--- src/rtl/droic_dataout_rx.sv ---
// Host-side receiver for the DROIC ClkOut/DataOut serial link: synchronizes both lines,
// deframes MSB-first words and buffers them in a 2-entry first-word-fall-through FIFO.
module droic_dataout_rx #(
  parameter int unsigned WORD_W      = 16,
  parameter int unsigned GAP_CYCLES  = 64,
  parameter int unsigned SYNC_STAGES = 2
) (
  input  logic              Clk,
  input  logic              Rst,
  input  logic              ClkOut,
  input  logic              DataOut,
  input  logic              En,
  output logic [WORD_W-1:0] WordData,
  output logic              WordValid,
  input  logic              WordReady,
  output logic              Overflow,
  output logic              FrameErr,
  output logic [15:0]       WordCount,
  input  logic              ClrErr
);

  localparam int unsigned BW = (WORD_W > 1) ? $clog2(WORD_W) : 1;
  localparam int unsigned GW = $clog2(GAP_CYCLES + 1);

  typedef enum logic {IDLE, SHIFT} state_t;

  logic [SYNC_STAGES-1:0] clk_sync;
  logic [SYNC_STAGES-1:0] data_sync;
  logic                   clk_d;
  logic                   rise;
  logic                   bit_in;

  state_t                 state, state_nxt;
  logic [BW-1:0]          bit_cnt, bit_cnt_nxt;
  logic [WORD_W-1:0]      shift_q, shift_nxt;
  logic [GW-1:0]          gap_cnt, gap_nxt;
  logic                   push_q, push_nxt;
  logic [WORD_W-1:0]      push_word, push_word_nxt;
  logic                   frame_set;

  logic [WORD_W-1:0]      mem [2];
  logic                   rd_ptr, wr_ptr;
  logic [1:0]             fifo_cnt;
  logic                   pop, accept, ovf_set;

  assign rise   = clk_sync[SYNC_STAGES-1] & ~clk_d;
  assign bit_in = data_sync[SYNC_STAGES-1];

  always_ff @(posedge Clk) begin
    if (Rst) begin
      clk_sync  <= '0;
      data_sync <= '0;
      clk_d     <= 1'b0;
    end else begin
      clk_sync  <= {clk_sync[SYNC_STAGES-2:0], ClkOut};
      data_sync <= {data_sync[SYNC_STAGES-2:0], DataOut};
      clk_d     <= clk_sync[SYNC_STAGES-1];
    end
  end

  always_ff @(posedge Clk) begin
    if (Rst) begin
      state     <= IDLE;
      bit_cnt   <= '0;
      shift_q   <= '0;
      gap_cnt   <= '0;
      push_q    <= 1'b0;
      push_word <= '0;
    end else begin
      state     <= state_nxt;
      bit_cnt   <= bit_cnt_nxt;
      shift_q   <= shift_nxt;
      gap_cnt   <= gap_nxt;
      push_q    <= push_nxt;
      push_word <= push_word_nxt;
    end
  end

  // A sampled edge always wins over the gap timeout in the same cycle.
  always_comb begin
    state_nxt     = state;
    bit_cnt_nxt   = bit_cnt;
    shift_nxt     = shift_q;
    gap_nxt       = gap_cnt;
    push_nxt      = 1'b0;
    push_word_nxt = push_word;
    frame_set     = 1'b0;

    if (rise) begin
      gap_nxt = '0;
    end else if (gap_cnt != GW'(GAP_CYCLES)) begin
      gap_nxt = gap_cnt + GW'(1);
    end

    if (!En) begin
      state_nxt   = IDLE;
      bit_cnt_nxt = '0;
    end else begin
      case (state)
        IDLE: begin
          if (rise) begin
            shift_nxt   = {shift_q[WORD_W-2:0], bit_in};
            bit_cnt_nxt = BW'(1);
            state_nxt   = SHIFT;
          end
        end
        SHIFT: begin
          if (rise) begin
            if (bit_cnt == BW'(WORD_W - 1)) begin
              push_nxt      = 1'b1;
              push_word_nxt = {shift_q[WORD_W-2:0], bit_in};
              shift_nxt     = {shift_q[WORD_W-2:0], bit_in};
              bit_cnt_nxt   = '0;
              state_nxt     = IDLE;
            end else begin
              shift_nxt   = {shift_q[WORD_W-2:0], bit_in};
              bit_cnt_nxt = bit_cnt + BW'(1);
            end
          end else if (gap_cnt == GW'(GAP_CYCLES)) begin
            frame_set   = 1'b1;
            shift_nxt   = '0;
            bit_cnt_nxt = '0;
            state_nxt   = IDLE;
          end
        end
        default: begin
          state_nxt   = IDLE;
          bit_cnt_nxt = '0;
        end
      endcase
    end
  end

  assign WordValid = (fifo_cnt != 2'd0);
  assign WordData  = mem[rd_ptr];
  assign pop       = WordValid & WordReady;
  // When full, a simultaneous pop frees the slot the incoming word lands in.
  assign accept    = push_q & ((fifo_cnt != 2'd2) | pop);
  assign ovf_set   = push_q & (fifo_cnt == 2'd2) & ~pop;

  always_ff @(posedge Clk) begin
    if (Rst) begin
      mem[0]    <= '0;
      mem[1]    <= '0;
      rd_ptr    <= 1'b0;
      wr_ptr    <= 1'b0;
      fifo_cnt  <= 2'd0;
      WordCount <= '0;
      Overflow  <= 1'b0;
      FrameErr  <= 1'b0;
    end else begin
      if (accept) begin
        mem[wr_ptr] <= push_word;
        wr_ptr      <= ~wr_ptr;
        WordCount   <= WordCount + 16'd1;
      end
      if (pop) begin
        rd_ptr <= ~rd_ptr;
      end
      fifo_cnt <= fifo_cnt + {1'b0, accept} - {1'b0, pop};
      Overflow <= ovf_set | (Overflow & ~ClrErr);
      FrameErr <= frame_set | (FrameErr & ~ClrErr);
    end
  end

endmodule
--- config.mk ---
export PLATFORM = sky130hd
export DESIGN_NAME = droic_dataout_rx
export DESIGN_NICKNAME = d
export VERILOG_FILES = /design/src/rtl/droic_dataout_rx.sv
export SDC_FILE = /design/constraint.sdc
export NUM_CORES = 1
export LEC_CHECK = 0
export CAP_MARGIN = 20
export CELL_PAD_IN_SITES_DETAIL_PLACEMENT = 1
export CELL_PAD_IN_SITES_GLOBAL_PLACEMENT = 2
export CORE_AREA = 2 2 134 97
export DETAILED_ROUTE_END_ITERATION = 6
export DIE_AREA = 0 0 136 99
export PLACE_DENSITY = 0.8
export SLEW_MARGIN = 20
export SYNTH_ARGS = -nofsm -noshare
export SYNTH_HDL_FRONTEND = slang
export SYNTH_SLANG_ARGS = --single-unit
--- constraint.sdc ---
create_clock -name Clk -period 3.1 [get_ports Clk]
set_input_delay 0.775 -clock Clk [delete_from_list [all_inputs] [get_ports Clk]]
set_output_delay 0.775 -clock Clk [all_outputs]
set_load 0.1 [all_outputs]
# Word level (Yosys, flattened, before mapping)

Memory sizes are Yosys's and may differ from the RTL's. A register that Yosys moved wholly into a read port is not among the register bits.
Index checks and enable logic that the tools add are counted.
W data, S select, Z words.

Flip-flop bits (word level): 71
Memory bits (writable): 32
Input port bits: 7
Logic and storage cells: 83
Memories kept: 1

Add/sub/neg operators: 5
Equality and inequality tests: 7
Multiplexer cells: 29
Bitwise logic cells: 18
Reduce and logical (&&, ||, !) cells: 8

Memory list:

| memory | depth | bits a word | read ports | clocked after memory_dff | write ports | RTL line | source |
|---|---|---|---|---|---|---|---|
| mem    | 2     | 16          | 1          | 1                        | 2           | 41       | `logic [WORD_W-1:0] mem [2];` |

Operator list:

| cell                    | count |
|---|---|
| $mux W15                | 3 |
| $pmux W15 S2            | 1 |
| $mux W1                 | 18 |
| $add A16 B1 Y16 const B | 1 |
| $mux W16                | 1 |
| $mux W4                 | 4 |
| $reduce_or A16 Y1       | 1 |
| $not A1 Y1              | 8 |
| $pmux W4 S2             | 1 |
| $add A7 B1 Y7 const B   | 1 |
| $and A1 B1 Y1           | 7 |
| $eq A7 B7 Y1 const B    | 1 |
| $ne A7 B7 Y1 const B    | 1 |
| $add A4 B1 Y4 const B   | 1 |
| $eq A4 B4 Y1 const B    | 1 |
| $ne A2 B2 Y1 const B    | 2 |
| $reduce_and A4 Y1       | 1 |
| $reduce_or A2 Y1        | 2 |
| $reduce_or A4 Y1        | 1 |
| $ne A3 B2 Y1 const B    | 1 |
| $or A1 B1 Y1            | 3 |
| $reduce_and A3 Y1       | 1 |
| $add A2 B1 Y2           | 1 |
| $eq A2 B2 Y1 const B    | 1 |
| 4 further kinds         | 4 |

# Longest topological paths before layout

Gate-level depths: netlist (run 1).

Depth in word-level cells: 9
Mapped depth: 9

# Worst setup path before layout (run 1)

OpenSTA, ideal clock, no wires.

Path kind: input to register
Start point: in WordReady
End point: mem mem[0][0], enable pin
Data arrival time: 1.990 ns
Setup slack: 0.718 ns
Stages: 4
Path through: or3b_1 buf_2 nand2_2 o21bai_1

RTL lines:

| what        | RTL line | source |
|---|---|---|
| from (decl) | 15       | `input logic WordReady,` |
| to (decl)   | 41       |  |

==> results of run 1 <==
## final timing paths
path,from,end,cells past startpoint
min,data_sync[0],data_sync[1],1
min reg2reg,data_sync[0],data_sync[1],1
max reg2reg,fifo_cnt[0],mem[1][0],4
max,WordReady,mem[1][0],5
## report_power, final
group	switching, mW	internal, mW	total, mW
Clock	0.561	0.577	1.14
Combinational	0.133	0.0420	0.175
Sequential	0.0118	1.43	1.44
## state kept, by name, summed over array words and instances, names as in the netlist, named ones only
register,count
FrameErr,1
Overflow,1
WordCount,16
bit_cnt,4
clk_d,1
clk_sync,2
data_sync,2
fifo_cnt,2
gap_cnt,7
mem,32
push_q,1
push_word,16
rd_ptr,1
shift_q,15
state,1
wr_ptr,1
## area by class of cell
type                            instances  area, µm²
Clock buffer                            9        225
Clock inverter                          7       75.1
Fill cell                            1385       7100
Inverter                                5       18.8
Multi-Input combinational cell        288       1760
Sequential cell                       104       2400
Tap cell                              162        203
Timing Repair Buffer                   50        385
## layer usage
metal	GRT usage, %	wire [µm]	up-vias
met5	0	0	-
met4	4.09	96	0
met3	3.40	372	10
met2	22.1	4120	39
met1	20.0	4680	1457
li1	-	-	1527
## worst max-delay path, stage by stage
cell	delay (ns)
clkdlybuf4s50_1	0.49
or3b_1	0.15
nand2_2	0.07
nor3b_2	0.63
or2_2	0.47
## metrics by stage
step,std cells,utilization (%),instance area [µm²],hold slack [ns]
6_report,625,41.7,5070,0.442
3_3_place_gp,609,39.2,4770,0.426
5_1_grt,625,41.7,5070,0.462
2_1_floorplan,417,-,4270,0.414
3_5_place_dp,609,39.2,4770,0.429
4_1_cts,625,41.7,5070,0.447
## cells in the mapped netlist, types with 2 or more instances
cell and n:
clkbuf_1 12, ha_1 6, or2_2 2, nor3_1 7, dfxtp_1 72, and3_1 5, a21oi_1 42, nor3b_1 2
nand2b_1 3, nor2_1 25, xor2_1 12, edfxtp_1 32, nand3_1 12, nand2_1 52, or4_1 4, o31ai_1 4
or3_1 5, and2_1 34, o21ai_0 12, nor2b_1 8, nor3b_2 2, xnor2_1 7, a31oi_1 2, o21ai_1 7
nand4_1 5, buf_2 7, inv_1 4, mux2_2 16
## cell families (layout without fill, tap and decap cells)
kind of cell | count (synthesis) | count (layout) | synth area share (%)
AOI/OAI and AO/OA | 71 | 71 | 9.06
xor gates and xnor gates | 19 | 19 | 3.90
adders and majority gates | 6 | 6 | 1.76
buffers and inverters | 25 | 71 | 2.40
DFF | 104 | 104 | 56.3
muxes | 17 | 17 | 4.46
and+or+nand+nor | 175 | 175 | 22.1
==> impl_metrics.tcl, run 1 <==
set metrics [dict create \
    post_cts_buffers 0 \
    outcome "completed" \
    synth_largest_area_cell "dfxtp_1" \
    path_class "primary input to flip-flop" \
    final_common_cell "dfxtp_1" \
    path_clk_slew_ns 0.08 \
    ys_ff_latch 104 \
    setup_viol 0 \
    drtIter0Drc 202 \
    crit_fanout 17 \
    synth_ff_type "dfxtp_1" \
    clock_latency_ns 0.35 \
    synth_top_cell_area_share_pct 33.8 \
    regToRegSetupSlack_ns 1.04 \
    drc 0 \
    post_cts_resized 0 \
    start_kind "primary input" \
    syn_to_final_growth_pct 18.9 \
    initial_core_util_pct 35.1 \
    grt_pass1_vias 3022 \
    critPathArrivalTime_ns 2.60 \
    syn_area_per_cell_um2 10.2 \
    required_ns 3.12 \
    grt_pass1_wl_mm 15.2 \
    max_freq_mhz 388 \
    syn_nets 430 \
    worst_ir_drop_vdd_v 0.000260 \
    numPortBuffers 41 \
    die_y_um 99 \
    clockBufferDepth 2 \
    post-dp-hpwl_mm 6.24 \
    fp.coreArea_um2 12200 \
    cts_htree_levels 3 \
    synthTopCellsByArea "dfxtp_1 34%, edfxtp_1 23%, and2_1 5.0%" \
    yosys.cell_types.count 44 \
    grt_max_degree 69 \
    holdBufCountCts 0 \
    power.density_nw_per_um2 543 \
    antenna_cells 0 \
    worst_pin_slew_ns 0.866 \
    drive_above_1_share_pct 19.0 \
    fin_tns_setup_ns 0 \
    slew-limit-headroom_pct 42.2 \
    dieArea_um2 13500 \
    gp_congestion 0.774 \
    via_per_inst 4.85 \
    dieWidth_um 136 \
    layout_common_cells "72 x dfxtp_1, 52 x nand2_1, 44 x buf_4" \
    rows 34 \
    p_leak_nw 1.82 \
    ant_nets 0 \
    cts_inserted_buffers 9 \
    rsz0062_at_grt "false" \
    syn-cell-area_um2 4270 \
    synth_edf_count 32 \
    min_period_ns 2.58 \
    grt_util_all_layers_pct 14.3 \
    postSynthCellCount 417 \
    vias 3033 \
    synthArstFlopShare_pct 0 \
    nets 471 \
    hold_viol 0 \
    power.total_mw 2.75 \
    wl_per_cell_um 14.8 \
    ios 42 \
    finalWorstSetupSlack_ns 0.523 \
    critical_path.endpoint_type "flip-flop" \
    cts_tree "done" \
    ys_warn_count 0 \
    post-route-period-util_pct 83.1 \
    antenna_found_initial 0 \
    clock-sinks 104 \
    grt.overflow.total 0 \
    dr.pass1.iters 4 \
    routed_wl_mm 9.27 \
    drv_cap 0 \
    ys_seq_area_share_pct 56.3 \
    drv_slew 0 \
    dp_worst_setup_slack_ns 0.127 \
    hold_path.class "flip-flop to flip-flop" \
    skew_ns 0.00851 \
    cts-root-buf "clkbuf_16" \
]
Power figures use the tool's default switching activity.
==> run 2, diff against run 1 <==
==> constraint.sdc (replaced) <==
create_clock -name Clk -period 2.67 [get_ports Clk]
set_input_delay 0.6675 -clock Clk [delete_from_list [all_inputs] [get_ports Clk]]
set_output_delay 0.6675 -clock Clk [all_outputs]
set_load 0.1 [all_outputs]
==> impl_metrics.tcl, run 2 (synthesis results as in run 1) <==
set metrics [dict create \
    outcome "completed" \
    design_area_um2 5240 \
    gp_congestion 0.813 \
    seqCellArea_um2 2400 \
    min_from "data_sync[0]" \
    cts_tree "done" \
    wl_met3_um 240 \
    largest_reg_flops 32 \
    wl_per_cell_um 15.1 \
    skew_ns 0.00953 \
    critPathArrivalTime_ns 1.76 \
    via_per_inst 4.85 \
    grt_pass1_wl_mm 15.8 \
    dp_worst_setup_slack_ns 0.0283 \
    drc 0 \
    antenna_found_initial 0 \
    multi_input_area_um2 1760 \
    post_cts_resized 0 \
    worstPathCellList "mux2_2, buf_12" \
    setup_viol 0 \
    grt_util_all_layers_pct 14.8 \
    crit_fanout 16 \
    routed_wl_mm 9.44 \
    start_kind "flip-flop" \
    initial_core_util_pct 35.1 \
    fin_tns_setup_ns 0 \
    hold_path.class "flip-flop to flip-flop" \
    nFillCells 1379 \
    numPortBuffers 41 \
    vias 3034 \
    clockBufferDepth 2 \
    worst_pin_slew_ns 0.842 \
    slew-limit-headroom_pct 43.9 \
    clock-sinks 104 \
    cpMaxStageDelayCell "dfxtp_1" \
    dr.pass1.iters 4 \
    grt_pass1_vias 3093 \
    postPlaceCellArea_um2 4980 \
    critical_path.endpoint_type "primary output" \
    grt.overflow.total 0 \
    antenna_cells 0 \
    drtIter0Drc 162 \
    drv_slew 0 \
    path_class "flip-flop to primary output" \
    finalWorstSetupSlack_ns 0.243 \
    die_y_um 99 \
    fp.coreArea_um2 12200 \
    syn_to_final_growth_pct 22.9 \
    regMostFlops "mem" \
    met1Wirelength_mm 4.85 \
    drv_cap 0 \
    dieWidth_um 136 \
    required_ns 2.00 \
    wl_met2_mm 4.25 \
    worstReg2RegStart "gap_cnt[0]" \
    fin_util_pct 43.1 \
    min_period_ns 2.43 \
    clock_latency_ns 0.34 \
    post_cts_buffers 0 \
    rows 34 \
    cpPeakStageDelay_ns 0.78 \
    power.density_nw_per_um2 594 \
    reg.largest.list "mem: 32 flops, WordCount: 16 flops, push_word: 16 flops" \
    layout_common_cells "72 x dfxtp_1, 52 x nand2_1, 42 x a21oi_1" \
    grt_max_degree 56 \
    drive_above_1_share_pct 18.5 \
    p_leak_nw 1.88 \
    highest_layer "met4" \
    post-dp-hpwl_mm 6.49 \
    ios 42 \
    final_common_cell "dfxtp_1" \
    dieArea_um2 13500 \
    rsz0062_at_grt "false" \
    worst_ir_drop_vdd_v 0.000356 \
    post-route-period-util_pct 90.9 \
    cts_htree_levels 3 \
    cts-root-buf "clkbuf_16" \
    cts_inserted_buffers 9 \
    hold_viol 0 \
    max_freq_mhz 412 \
    nets 472 \
    ant_nets 0 \
    path_clk_slew_ns 0.07 \
    holdBufCountCts 0 \
]
## run 2: cell types whose count changed in the layout (fill, tap and decap cells not counted)
cell / change
buf_12: +16
buf_4: -15
inv_8: -3
clkbuf_1: +2
clkinv_1: +1
clkinv_2: +1
inv_12: -1
## run 2: layout make-up
class                      count  share of cell area, %
clock buffer                  11                   4.44
clock inverter                 5                  0.644
inverter                       5                  0.358
multi-input combinational    288                   33.6
sequential                   104                   45.8
tap                          162                   3.87
timing repair buffer          51                   11.3
## run 2: metal layers
metal	GRT usage [%]	up-vias
li1	-	1524
met1	20.4	1474
met2	23.1	29
met3	3.76	7
met4	4.09	0
met5	0	-
## run 2: path summary, 6_finish.rpt
check | depth (start not counted) | slack, ns | to
worst max register to register | 5 | 0.79 | bit_cnt[3]
worst min register to register | 1 | 0.45 | data_sync[1]
worst min-delay path | 1 | 0.45 | data_sync[1]
worst max-delay path | 2 | 0.24 | WordData[3]
## run 2: where the power goes
part           switching [mW]  leakage, nW  internal, mW
Combinational           0.162        0.871        0.0819
Sequential             0.0143        0.885          1.66
Clock                   0.565        0.128         0.634
## run 2: per-stage QoR
step / hold slack, ns / total power [mW] / std cells
2_1_floorplan: 0.414 / 1.86 / 417
3_3_place_gp: 0.423 / 1.95 / 610
3_5_place_dp: 0.435 / 1.95 / 610
4_1_cts: 0.451 / 3.15 / 626
5_1_grt: 0.467 / 3.22 / 626
6_report: 0.448 / 3.11 / 626
## run 2: worst max-delay path: cells and delay by family (launching register included)
family	cells	cell delay [ns]
flops	1	0.78
mux	1	0.46
buf+inv	1	0.18
